[src/rtl/if_prefetch_queue.sv]
// Instruction prefetch queue: fetches one word per cycle from a combinational ROM
// into a small FIFO of {pc, inst} pairs that issue drains independently.
module if_prefetch_queue #(
    parameter int          DEPTH    = 4,
    parameter int          ADDR_W   = 7,
    parameter logic [31:0] RESET_PC = 32'h0
) (
    input  logic                       clk,
    input  logic                       rst,
    output logic [ADDR_W-1:0]          rom_addr,
    input  logic [31:0]                rom_data,
    input  logic                       flush,
    input  logic [31:0]                flush_pc,
    input  logic                       deq_en,
    output logic                       out_valid,
    output logic [31:0]                out_inst,
    output logic [31:0]                out_pc,
    output logic                       full,
    output logic                       empty,
    output logic [$clog2(DEPTH):0]     count
);

    localparam int PTR_W = $clog2(DEPTH);
    localparam int CNT_W = PTR_W + 1;
    localparam logic [CNT_W-1:0] FULL_COUNT = CNT_W'(DEPTH);
    localparam logic [31:0]      NOP_INST   = 32'h0000_0013;

    logic [31:0]      fetch_pc;
    logic [PTR_W-1:0] rd_ptr;
    logic [PTR_W-1:0] wr_ptr;
    logic [CNT_W-1:0] count_next;
    logic [31:0]      pc_mem   [DEPTH];
    logic [31:0]      inst_mem [DEPTH];
    logic             enq;
    logic             deq;

    assign rom_addr  = fetch_pc[ADDR_W+1:2];

    assign empty     = (count == '0);
    assign full      = (count == FULL_COUNT);
    assign out_valid = !empty;
    assign out_inst  = empty ? NOP_INST : inst_mem[rd_ptr];
    assign out_pc    = empty ? 32'h0    : pc_mem[rd_ptr];

    // A full queue that is being drained this cycle still accepts the next fetch.
    assign deq = deq_en && out_valid;
    assign enq = !flush && (!full || deq);

    always_comb begin
        count_next = count;
        if (enq && !deq) begin
            count_next = count + CNT_W'(1);
        end else if (!enq && deq) begin
            count_next = count - CNT_W'(1);
        end
    end

    always_ff @(posedge clk) begin
        if (enq) begin
            pc_mem[wr_ptr]   <= fetch_pc;
            inst_mem[wr_ptr] <= rom_data;
        end
    end

    // Redirect clears the queue outright, so any head consumed alongside it needs no pointer update.
    always_ff @(posedge clk) begin
        if (rst) begin
            fetch_pc <= RESET_PC & 32'hFFFF_FFFC;
            rd_ptr   <= '0;
            wr_ptr   <= '0;
            count    <= '0;
        end else if (flush) begin
            fetch_pc <= flush_pc & 32'hFFFF_FFFC;
            rd_ptr   <= '0;
            wr_ptr   <= '0;
            count    <= '0;
        end else begin
            if (enq) begin
                fetch_pc <= fetch_pc + 32'd4;
                wr_ptr   <= wr_ptr + PTR_W'(1);
            end
            if (deq) begin
                rd_ptr <= rd_ptr + PTR_W'(1);
            end
            count <= count_next;
        end
    end

endmodule

[config.mk]
export PLATFORM = sky130hd
export DESIGN_NAME = if_prefetch_queue
export DESIGN_NICKNAME = d
export VERILOG_FILES = /design/src/rtl/if_prefetch_queue.sv
export SDC_FILE = /design/constraint.sdc
export NUM_CORES = 1
export LEC_CHECK = 0
export CAP_MARGIN = 10
export CORE_MARGIN = 5
export CORE_UTILIZATION = 50
export CTS_CLUSTER_DIAMETER = 30
export DETAILED_ROUTE_END_ITERATION = 6
export GPL_TIMING_DRIVEN = 0
export PLACE_DENSITY = 0.76
export SLEW_MARGIN = 20
export SYNTH_ARGS = -nofsm -noshare
export SYNTH_HDL_FRONTEND = slang
export SYNTH_SLANG_ARGS = --single-unit
[constraint.sdc]
create_clock -name clk -period 3.2 [get_ports clk]
set_clock_uncertainty 0.1 [all_clocks]
set_input_delay 0.32 -clock clk [delete_from_list [all_inputs] [get_ports clk]]
set_output_delay 0.32 -clock clk [all_outputs]
set_load 0.02 [all_outputs]
==> flow_metrics.tcl <==
set metrics [dict create \
    grt_pass1_vias 7093 \
    cts_buffers 52 \
    drtPass1Iterations 4 \
    hp-class "primary input to flop" \
    cts_buffer_depth 3 \
    crit_path_max_fanout 10 \
    ir_worst_vdd_v 0.000477 \
    max-slew-margin-rel_pct 54.3 \
    grt_max_degree 46 \
    cp_slowest_cell "clkdlybuf4s50_1" \
    drt-initial-drc-count 499 \
    gp_congestion 0.883 \
    initial_core_util_pct 51.0 \
    p_per_area_nw_per_um2 697 \
    antenna_cells 0 \
    crit_cells 4 \
    fin_area_um2 15300 \
    drc 0 \
    grtUsageTotal_pct 18.8 \
    ys.flop_type "edfxtp_1" \
    cp-end-kind "primary output" \
    final_antenna_net_count 0 \
    synth_top_area_cell "edfxtp_1" \
    path_delay_family "buffers and inverters" \
    crit_buf_inv 2 \
    hpwl_um 15400 \
    synth_compound_area_share_pct 3.17 \
    die-area_um2 26400 \
    synth_simple_gate_area_share_pct 9.62 \
    pwr-share-seq_pct 40.9 \
    coreArea_um2 22800 \
    setup_tns_ns 0 \
    ys_seq_elements 287 \
    required_ns 2.78 \
    fin_hold_ws_ns 0.259 \
    layout-drive-gt1-share_pct 21.0 \
    wl_um 24500 \
    synth.mux.area_fraction_pct 12.1 \
    critPathCapture "out_pc[16]" \
    rsz0062_at_grt "true" \
    synth_warnings 0 \
    grt_pass1_wl_um 38800 \
    power_frac_comb_pct 9.8 \
    synth_adder_area_share_pct 0.819 \
    netlist_area_um2 11600 \
    max_slew.worst_pin.slew_ns 0.679 \
    clkPwrFrac_pct 49.3 \
    cp-start-kind "flop" \
    slew_violations 0 \
    wl_per_cell_um 20.0 \
    synth_most_common_cell "edfxtp_1" \
    worst_ep_arrival_time_ns 2.72 \
    cts-root-buf "clkbuf_16" \
    place_ws_ns 0.0571 \
    clk_pin_slew_ns 0.05 \
    synth_top_area_share_pct 64.1 \
    clk-insertion-delay-late_ns 0.53 \
    status "complete, no violations" \
    swShare_pct 22.8 \
    die_w_um 162 \
    slowest_delay_ns 0.58 \
    layout.nets 944 \
    synth_xor_area_share_pct 1.13 \
    vias 6769 \
    setup_viol 0 \
    cap_violations 0 \
    ys_types 41 \
    max_freq_ghz 0.318 \
    clock_sinks 287 \
    postLayoutSetupSlackWorst_ns 0.0555 \
    antenna_found_initial 0 \
    via_per_inst 5.53 \
    synth_edf_count 248 \
    synth_area_leaders "edfxtp_1, mux4_2, dfxtp_1" \
    p_leak_nw 5.05 \
    async_flop_share_pct 0 \
    postCtsSetupBuffers 0 \
    synthTopCellsByCount "edfxtp_1, mux4_2, and2_1" \
    grt_overflow 0 \
    syn_area_per_cell_um2 17.2 \
    fin_util_pct 67.0 \
    place_area_um2 13500 \
    regToRegEndpoint "count[2]" \
    synth_seq_area_share_pct 70.9 \
    regToRegSetupSlack_ns 0.39 \
    cts_tree "done" \
    path_cells "buf_2 > mux4_2 > and2_1 > clkdlybuf4s50_1" \
    internal_power_mw 8.20 \
    path_class "flop to primary output" \
    area_growth_pct 31.4 \
    period_minus_slack_ns 3.14 \
    min_period_over_period_pct 98.3 \
    htree_levels 2 \
    r2r_cells 10 \
    synth_top_family_by_area "multiplexers" \
    num_io_pins 145 \
    synthCells 674 \
    reg2reg_from "count[0]" \
    switchingPower_mw 2.43 \
    hold_violations 0 \
    fp.dieH_um 162 \
    io_buffer_count 139 \
    fp-row-count 55 \
]
worst register-to-register path, stage by stage (launching register included):
cell and delay [ns]:
dfxtp_1 0.39, nor4b_1 0.44, buf_2 0.29, buf_1 0.42, nor2_1 0.09, ha_1 0.25
inv_1 0.07, fa_1 0.17, xor2_1 0.07, or3_1 0.31, a21oi_1 0.13
power by group through the flow:
stage	clock network (mW)	logic, mW	registers, mW
after detailed placement	0	1.05	4.42
after global placement	0	1.02	4.42
after floorplan	0	0.556	4.39
after CTS	5.33	1.05	4.35
after global routing	5.53	1.11	4.36
final	5.24	1.04	4.35
metal layers:
layer	routed length (µm)	track usage, %	part of all wire (%)	up-vias
met2	11800	29.9	48	282
li1	-	-	-	3102
met4	380	5.31	1.6	0
met1	10400	26.5	42	3356
met3	1920	4.10	7.8	29
met5	0	0	0	-
flip-flops by register name, indices dropped and copies added, names as in the netlist, named ones only:
signal / cells
inst_mem: 128
wr_ptr: 2
count: 3
pc_mem: 120
fetch_pc: 30
rd_ptr: 2
logic make-up after synthesis:
logic type,after synthesis
and+or+nand+nor,192
DFF,287
adders and majority gates,7
buffers and inverters,58
muxes,63
AOI/OAI and AO/OA,51
xor gates and xnor gates,15
other,1
timing repair:
action / CTS / global route
hold buffers: 0 / 0
resized for setup: 10 / 1
pin swaps: 0 / 0
setup endpoints to repair: 63 / 41
layout by cell type (no fill, tap or decap), drive strengths merged, types with 10 or more instances in the layout:
master	count
buf	27
clkinvlp	11
nor2	29
or4	10
mux4	62
inv	12
edfxtp	248
nand3	18
dfxtp	39
clkinv	19
a311oi	11
a211oi	10
clkdlybuf4s50	139
and2	59
nand2	16
clkbuf	81
how the worst min path moves through the flow:
stage / endpoint / slack (ns) / depth (start not counted) / startpoint
CTS: fetch_pc[2] / 0.24 / 3 / flush_pc[2]
detailed placement: wr_ptr[1] / 0.39 / 2 / wr_ptr[1]
finish: fetch_pc[2] / 0.26 / 3 / flush_pc[2]
global placement: wr_ptr[1] / 0.39 / 2 / wr_ptr[1]
global route: fetch_pc[2] / 0.28 / 3 / flush_pc[2]
floorplan: inst_mem[0][0] / 0.32 / 0 / rom_data[0]
metrics by stage:
| stage | cells | power [mW] |
|---|---|---|
| floorplan | 675 | 4.94 |
| global placement | 1127 | 5.44 |
| detailed placement | 1131 | 5.46 |
| CTS | 1224 | 10.7 |
| global route | 1224 | 11.0 |
| finish | 1224 | 10.6 |
area by class of cell:
class                      count  area, µm²
multi-input combinational    330       3150
clock inverter                40        385
buffer                        48        238
fill                        1534       7520
inverter                       7       26.3
sequential                   287       8230
clock buffer                  56       1340
timing repair buffer         143       1490
tap                          313        392
No activity file was read; power rests on OpenSTA's default activity.
